<file path="config.mk">
export PLATFORM = sky130hd
export DESIGN_NAME = udm_accel_bridge
export DESIGN_NICKNAME = d
export VERILOG_FILES = /design/src/rtl/udm_accel_bridge.sv
export SDC_FILE = /design/constraint.sdc
export NUM_CORES = 1
export LEC_CHECK = 0
export CORE_UTILIZATION = 25
export CTS_CLUSTER_SIZE = 12
export DETAILED_ROUTE_END_ITERATION = 10
export SETUP_SLACK_MARGIN = 0.15
export SYNTH_ARGS = -nofsm -noshare
export SYNTH_HDL_FRONTEND = slang
export SYNTH_SLANG_ARGS = --single-unit
</file>
<file path="constraint.sdc">
create_clock -name clk_i -period 2.05 [get_ports clk_i]
set_input_delay 0.41 -clock clk_i [delete_from_list [all_inputs] [get_ports clk_i]]
set_output_delay 0.41 -clock clk_i [all_outputs]
set_load 0.05 [all_outputs]
</file>
<file path="src/rtl/udm_accel_bridge.sv">
// udm bus slave bridging one ap_ctrl_hs accelerator: CSR window, NUM_BANKS data banks, run guard.
// Optional busy-cycle counter at CSR +0x8 is built only when UDM_ACCEL_CYCCNT_EN is defined.
module udm_accel_bridge #(
  parameter int          NUM_BANKS   = 2,
  parameter int          BANK_AW     = 10,
  parameter logic [31:0] CSR_BASE    = 32'h0000_0000,
  parameter logic [31:0] MEM_BASE    = 32'h8000_0000,
  parameter logic [31:0] BANK_STRIDE = 32'h1000_0000
) (
  input  logic                    clk_i,
  input  logic                    rstn_i,
  input  logic                    bus_req_i,
  input  logic                    bus_we_i,
  input  logic [31:0]             bus_addr_bi,
  input  logic [3:0]              bus_be_bi,
  input  logic [31:0]             bus_wdata_bi,
  output logic                    bus_ack_o,
  output logic                    bus_resp_o,
  output logic [31:0]             bus_rdata_bo,
  output logic [NUM_BANKS-1:0]    mem_we_bo,
  output logic [BANK_AW-1:0]      mem_addr_bo,
  output logic [31:0]             mem_wdata_bo,
  input  logic [32*NUM_BANKS-1:0] mem_rdata_bi,
  output logic                    ap_start_o,
  input  logic                    ap_ready_i,
  input  logic                    ap_done_i,
  input  logic                    ap_idle_i
);

  localparam int          SELW       = (NUM_BANKS > 1) ? $clog2(NUM_BANKS) : 1;
  localparam logic [32:0] BANK_BYTES = 33'd4 << BANK_AW;

  logic                 r_rd_pend;
  logic                 r_s1_bank;
  logic                 r_s1_guard;
  logic [SELW-1:0]      r_s1_sel;
  logic                 r_resp;
  logic                 r_resp_bank;
  logic                 r_resp_guard;
  logic [SELW-1:0]      r_resp_sel;
  logic [31:0]          r_rdata;
  logic [NUM_BANKS-1:0] r_mem_we;
  logic [BANK_AW-1:0]   r_mem_addr;
  logic [31:0]          r_mem_wdata;
  logic                 r_busy;
  logic                 r_done;
  logic                 r_err;
  logic                 r_ap_start;

  logic                 w_accept;
  logic                 w_wr;
  logic                 w_rd;
  logic [31:0]          w_csr_off;
  logic                 w_csr_hit;
  logic                 w_bank_hit;
  logic [SELW-1:0]      w_bank_idx;
  logic                 w_ctrl_wr;
  logic                 w_start;
  logic                 w_clear;
  logic                 w_bank_wr;
  logic                 w_bank_rd;
  logic [NUM_BANKS-1:0] w_we_vec;
  logic [31:0]          w_csr_rdata;
  logic [31:0]          w_bank_rdata;
  logic [31:0]          w_cyc;
  logic                 w_unused;

  assign w_unused  = &{1'b0, bus_be_bi};
  // Gating with rstn_i keeps a request from being acknowledged and then lost to reset.
  assign w_accept  = bus_req_i & ~r_rd_pend & rstn_i;
  assign w_wr      = w_accept & bus_we_i;
  assign w_rd      = w_accept & ~bus_we_i;
  assign w_csr_off = bus_addr_bi - CSR_BASE;
  assign w_csr_hit = (w_csr_off < 32'd16);
  assign w_ctrl_wr = w_wr & w_csr_hit & (w_csr_off[3:2] == 2'd0);
  assign w_start   = w_ctrl_wr & bus_wdata_bi[0];
  assign w_clear   = w_ctrl_wr & bus_wdata_bi[1];
  assign w_bank_wr = w_wr & ~w_csr_hit & w_bank_hit;
  assign w_bank_rd = w_rd & ~w_csr_hit & w_bank_hit;

  always_comb begin : p_bank_dec
    logic [31:0] w_off;
    w_bank_hit = 1'b0;
    w_bank_idx = '0;
    w_off      = 32'd0;
    for (int k = 0; k < NUM_BANKS; k++) begin
      w_off = bus_addr_bi - MEM_BASE - (32'(k) * BANK_STRIDE);
      if ({1'b0, w_off} < BANK_BYTES) begin
        w_bank_hit = 1'b1;
        w_bank_idx = SELW'(k);
      end else begin
        w_bank_idx = w_bank_idx;
      end
    end
  end

  always_comb begin
    w_we_vec = '0;
    for (int k = 0; k < NUM_BANKS; k++) begin
      w_we_vec[k] = w_bank_wr & ~r_busy & (w_bank_idx == SELW'(k));
    end
  end

  always_comb begin
    w_csr_rdata = 32'd0;
    case (w_csr_off[3:2])
      2'd0:    w_csr_rdata = 32'd0;
      2'd1:    w_csr_rdata = {28'd0, r_err, ap_idle_i, r_done, r_busy};
      2'd2:    w_csr_rdata = w_cyc;
      2'd3:    w_csr_rdata = {16'hACB1, 8'd0, 8'(NUM_BANKS)};
      default: w_csr_rdata = 32'd0;
    endcase
  end

`ifdef UDM_ACCEL_CYCCNT_EN
  logic [31:0] r_cyc;

  // Busy-cycle count of the current or last run, saturating.
  always_ff @(posedge clk_i) begin
    if (!rstn_i) begin
      r_cyc <= 32'd0;
    end else if (w_start & ~r_busy) begin
      r_cyc <= 32'd0;
    end else if (r_busy & (r_cyc != 32'hFFFF_FFFF)) begin
      r_cyc <= r_cyc + 32'd1;
    end else begin
      r_cyc <= r_cyc;
    end
  end

  assign w_cyc = r_cyc;
`else
  assign w_cyc = 32'd0;
`endif

  always_ff @(posedge clk_i) begin
    if (!rstn_i) begin
      r_busy     <= 1'b0;
      r_done     <= 1'b0;
      r_err      <= 1'b0;
      r_ap_start <= 1'b0;
    end else begin
      if (w_clear) begin
        r_done <= 1'b0;
        r_err  <= 1'b0;
      end
      if (r_busy & (w_start | w_bank_wr)) begin
        r_err <= 1'b1;
      end
      if (ap_done_i) begin
        r_busy <= 1'b0;
        r_done <= 1'b1;
      end
      if (w_start & ~r_busy) begin
        r_busy     <= 1'b1;
        r_ap_start <= 1'b1;
      end else if (r_ap_start & ap_ready_i) begin
        r_ap_start <= 1'b0;
      end
    end
  end

  // Bank reads take two stages (address out, then sync RAM data); CSR/unmapped reads take one.
  always_ff @(posedge clk_i) begin
    if (!rstn_i) begin
      r_rd_pend    <= 1'b0;
      r_s1_bank    <= 1'b0;
      r_s1_guard   <= 1'b0;
      r_s1_sel     <= '0;
      r_resp       <= 1'b0;
      r_resp_bank  <= 1'b0;
      r_resp_guard <= 1'b0;
      r_resp_sel   <= '0;
      r_rdata      <= 32'd0;
      r_mem_we     <= '0;
      r_mem_addr   <= '0;
      r_mem_wdata  <= 32'd0;
    end else begin
      r_mem_we     <= w_we_vec;
      r_resp       <= 1'b0;
      r_resp_bank  <= 1'b0;
      r_resp_guard <= 1'b0;
      r_rdata      <= 32'd0;
      r_s1_bank    <= 1'b0;
      if (w_bank_wr | w_bank_rd) begin
        r_mem_addr <= bus_addr_bi[BANK_AW+1:2];
      end
      if (w_bank_wr) begin
        r_mem_wdata <= bus_wdata_bi;
      end
      if (w_rd) begin
        r_rd_pend <= 1'b1;
      end else if (r_resp) begin
        r_rd_pend <= 1'b0;
      end
      if (w_bank_rd) begin
        r_s1_bank  <= 1'b1;
        r_s1_guard <= r_busy;
        r_s1_sel   <= w_bank_idx;
      end else if (w_rd) begin
        r_resp  <= 1'b1;
        r_rdata <= w_csr_hit ? w_csr_rdata : 32'd0;
      end
      if (r_s1_bank) begin
        r_resp       <= 1'b1;
        r_resp_bank  <= 1'b1;
        r_resp_guard <= r_s1_guard;
        r_resp_sel   <= r_s1_sel;
      end
    end
  end

  always_comb begin
    w_bank_rdata = 32'd0;
    for (int k = 0; k < NUM_BANKS; k++) begin
      if (r_resp_sel == SELW'(k)) begin
        w_bank_rdata = mem_rdata_bi[32*k +: 32];
      end else begin
        w_bank_rdata = w_bank_rdata;
      end
    end
    if (r_resp_bank) begin
      bus_rdata_bo = r_resp_guard ? 32'hDEAD_BEEF : w_bank_rdata;
    end else begin
      bus_rdata_bo = r_rdata;
    end
  end

  assign bus_ack_o    = w_accept;
  assign bus_resp_o   = r_resp;
  assign mem_we_bo    = r_mem_we;
  assign mem_addr_bo  = r_mem_addr;
  assign mem_wdata_bo = r_mem_wdata;
  assign ap_start_o   = r_ap_start;

endmodule

</file>
* Word level (Yosys, flattened, before mapping)
Cells that the tools add are included.
** Word-level totals
- Register bits :: 88
- Bits in latches :: 0
- RAM bits :: 0
- ROM bits :: 0
- Input bits :: 139
- Output and inout bits :: 79
- Memories kept :: 0
** Operators by class
- $add $sub $neg :: 2
- $mul :: 0
- Div/mod/pow operators :: 0
- $lt $le $gt $ge :: 3
- Equal/unequal tests :: 3
- Shifts and indexed selects :: 0
- Mux-type cells :: 21
- Bitwise logic cells :: 27
- Reductions and logical operators :: 9
** Operators with widths (count)
- $mux 32 :: 3
- $pmux 32 s3 :: 1
- $lt 32x13->1 const B :: 2
- $lt 32x5->1 const B :: 1
- $sub 32x29->32 const B :: 1
- $sub 32x32->32 const B :: 1
- $and 1x1->1 :: 18
- $mux 1 :: 17
- $reduce_bool 2->1 :: 5
- $not 1->1 :: 7
- $eq 2x2->1 const B :: 2
- $reduce_or 4->1 :: 1
- $eq 2x1->1 const B :: 1
- $logic_not 2->1 :: 1
- $or 1x1->1 :: 2
- $reduce_and 2->1 :: 1
- $reduce_or 2->1 :: 1

* Depth between registers and ports, before layout
- Depth after elaboration :: 10
- Mapped depth :: 7

* Worst setup path before layout
Ideal clock, no wire load.
- Kind :: flip-flop to output port
- From :: register r_resp_sel
- To :: output port bus_rdata_bo[21]
- Arrival :: 1.866 ns
- Required time :: 1.640 ns
- Path slack :: -0.226 ns
- Stages on the path, launching flop included :: 6
- Buffers on the path :: 3
- Cells stage by stage :: dfxtp_1 > buf_2 > buf_2 > buf_2 > mux2i_1 > a21oi_1
** On the way
- Longest elaborated chain between the ends :: 3
** Ends and longest elaborated chain
- from (decl) :: RTL line 40 : logic [SELW-1:0] r_resp_sel;
- from (signal assigned) :: RTL line 208 : r_resp_sel <= r_s1_sel;
- $mux 32 :: RTL line 216 : if (r_resp_sel == SELW'(k)) begin
- $mux 32 :: RTL line 223 : bus_rdata_bo = r_resp_guard ? 32'hDEAD_BEEF : w_bank_rdata;
- $mux 32 :: RTL line 222 : if (r_resp_bank) begin
- to (decl) :: RTL line 19 : output logic [31:0] bus_rdata_bo,
Every way passes these cells.

* Final worst setup path
Same ends and word-level chain as after synthesis.

==> impl_metrics.py <==
metrics = {
    "timing": {
        "clock_skew_ps": 3.58,
        "maxSlewViolCount": 0,
        "fin_crit_ps": 1970,
        "fmax_mhz": 509,
        "relSlewSlack_pct": 62.2,
        "post-route-period-util_pct": 95.9,
        "grt_setup_unrepaired": "yes",
        "finalHoldViolations": 0,
        "worst_slew_pin_slew_ps": 566,
        "finalSetupViolCount": 0,
    },
    "yosys": {
        "synth_edf_count": 0,
        "yosys_warnings": 0,
        "synth.most_common_cell": "dfxtp_1",
        "syn_inst": 333,
        "syn_area_mm2": 0.00324,
        "synth.area.top_cells": "dfxtp_1 (38%), a21boi_2 (10%), mux2i_1 (9.6%)",
        "ys_seq_elements": 61,
        "synth_seq_area_share_pct": 37.7,
        "ys_top_cells_by_count": "dfxtp_1 (61), nand2_1 (35), mux2i_1 (31)",
        "synth.net_count": 472,
        "synthFlopType": "dfxtp_1",
        "synth-async-reset-ratio_pct": 0,
        "synth_area_leader_cell": "dfxtp_1",
        "synth.distinct_cells": 39,
        "yosysTopAreaCellShare_pct": 37.7,
        "avgSynthCellArea_um2": 9.72,
    },
    "power_and_ir_drop": {
        "internal-power_uw": 2600,
        "seq_power_share_pct": 36.7,
        "switchingPower_uw": 640,
        "power_density_mw_per_mm2": 495,
        "pwr-share-clk_pct": 50.4,
        "power_leakage_uw": 0.00306,
        "p_total_uw": 3240,
        "swShare_pct": 19.7,
        "ir_drop_uv": 351,
        "combPwrFrac_pct": 12.8,
    },
    "layout": {
        "fin_area_mm2": 0.00654,
        "drive_gt1_share_pct": 35.5,
        "fin_cells": 744,
        "fillers": 1139,
        "final_core_util_pct": 51.9,
        "area_growth_pct": 102,
        "fin_nets": 706,
        "insertedDiodeCount": 0,
    },
    "worst_setup_path": {
        "reg2regPathDepth": 5,
        "cp-startpoint": "r_resp_sel",
        "rrSetupSlack_ps": 600,
        "required_ps": 1640,
        "start_kind": "register",
        "r2r_start": "r_rd_pend",
        "reg2reg_to": "mem_wdata_bo[15]",
        "path_max_fanout": 6,
        "crit_arrival_ps": 1560,
        "crit_end": "bus_rdata_bo[21]",
        "critPathCaptureType": "output pin",
        "critPathKind": "reg -> out",
    },
    "floorplanning": {
        "fp.dieW_um": 116,
        "start_util_pct": 25.6,
        "rows": 41,
        "fp.coreArea_mm2": 0.0126,
        "io_pins": 218,
        "die-area_mm2": 0.0134,
        "die_y_um": 116,
    },
    "cts": {
        "holdBufCountCts": 0,
        "clock_tree.buffer_depth": 2,
        "tritoncts": "done",
        "numCtsBuffers": 9,
        "clock-sinks": 61,
        "cts_root_buf": "clkbuf_16",
        "clk_latency_ps": 320,
        "cts.clk_slew.worst_paths_ps": 50,
        "htreeDepth": 3,
    },
    "min_path": {
        "holdCritPathClass": "in -> reg",
    },
    "global_route": {
        "track_usage_pct": 16.1,
        "grt_antenna_before_repair": 0,
        "grt_pass1_vias": 3266,
        "grt_pass1_wl_um": 16600,
        "overflow": 0,
        "grt_max_degree": 55,
    },
    "placed_design": {
        "place_inst": 713,
        "dp_hpwl_um": 8400,
        "numPortBuffers": 211,
        "gp_congestion": 0.755,
        "dpl-instance-area_mm2": 0.00571,
    },
    "detailed_routing": {
        "drcViolationCount": 0,
        "num_vias": 3288,
        "routed_wl_um": 11300,
        "routed_via_density": 4.42,
        "drt_iter0_drc": 104,
        "drtAntennaViolNets": 0,
        "routedWlPerCell_um": 15.1,
        "first_pass_iters": 4,
    },
    "run_status": {
        "status": "complete, no violations",
    },
    "run": {
        "drv_cap": 0,
    },
}
power by group through the flow:
stage               combinational [uW]  clock, uW  sequential [uW]
detailed placement                 388          0             1220
finish                             416       1630             1190
floorplan                         82.4          0             1220
global route                       440       1740             1190
global placement                   381          0             1220
CTS                                405       1670             1190
worst min-delay path by stage:
stage	endpoint	depth (start not counted)	startpoint
after floorplan	r_rdata[3]	1	r_err
after global placement	mem_wdata_bo[31]	2	mem_wdata_bo[31]
after detailed placement	mem_wdata_bo[3]	2	mem_wdata_bo[3]
after CTS	mem_wdata_bo[3]	2	mem_wdata_bo[3]
after global routing	mem_wdata_bo[17]	2	mem_wdata_bo[17]
final	mem_addr_bo[5]	3	bus_addr_bi[7]
worst max-delay path, cell delays in order (launching register included):
cell,delay (ps)
dfxtp_4,370
buf_12,140
buf_8,120
buf_6,110
mux2i_4,170
a21oi_2,150
buf_6,170
what timing repair did:
action                                  in CTS  in global routing
buffers inserted                            12                  3
endpoints found under the setup margin      68                103
gates resized for setup                     44                 68
pin swaps                                    8                 15
through the flow:
stage	setup WS, ps	setup TNS (ps)	hold WS, ps
global route	33.4	0	475
finish	83.8	0	436
CTS	83.6	0	454
detailed placement	-294	-12050	447
floorplan	16.4	0	430
global placement	-242	-9690	445
state kept, by name, indices dropped and copies added, names as in the netlist, 2 cells and up:
signal	count
mem_we_bo	2
mem_addr_bo	10
r_rdata	5
mem_wdata_bo	32
cells by family (layout without fill, tap and decap cells):
group / after synthesis / count (layout) / synth area share, %
AO/OA/AOI/OAI: 68 / 68 / 18.3
buffers and inverters: 25 / 264 / 5.84
multiplexers: 45 / 45 / 14.5
flip-flops: 61 / 61 / 37.7
AND/OR/NAND/NOR: 134 / 134 / 23.7
layout by cell type, fill, tap and decap left out, types with 5 or more instances in the layout:
cell,instances
clkdlybuf4s50_1,126
dfxtp_1,59
dlymetal6s2s_1,45
buf_4,39
nand2_1,35
nand2_2,30
a21boi_2,30
mux2i_1,18
o21a_1,17
nor2b_1,16
buf_6,16
mux2_2,13
buf_12,13
mux2i_4,10
clkbuf_16,9
nor2_1,8
and2_1,7
nor2_4,6
nand4_1,6
nand2b_1,5
a21oi_2,5
nor4_4,5
dlygate4sd2_1,5
final cells by class:
type | instances | area (um2) | share of cell area, %
timing repair buffer | 246 | 2630 | 40.2
multi-input combinational | 247 | 2130 | 32.6
sequential | 61 | 1230 | 18.8
clock buffer | 12 | 256 | 3.92
tap | 172 | 215 | 3.29
clock inverter | 4 | 70.1 | 1.07
inverter | 2 | 7.51 | 0.115
metal layers:
metal | global-route usage [%] | share of wire (%)
met2 | 30.1 | 51
met3 | 5.81 | 11
met4 | 4.96 | 1.4
met1 | 16.8 | 36
met5 | 0 | 0
Note: power is estimated with default switching activity, not from simulation.
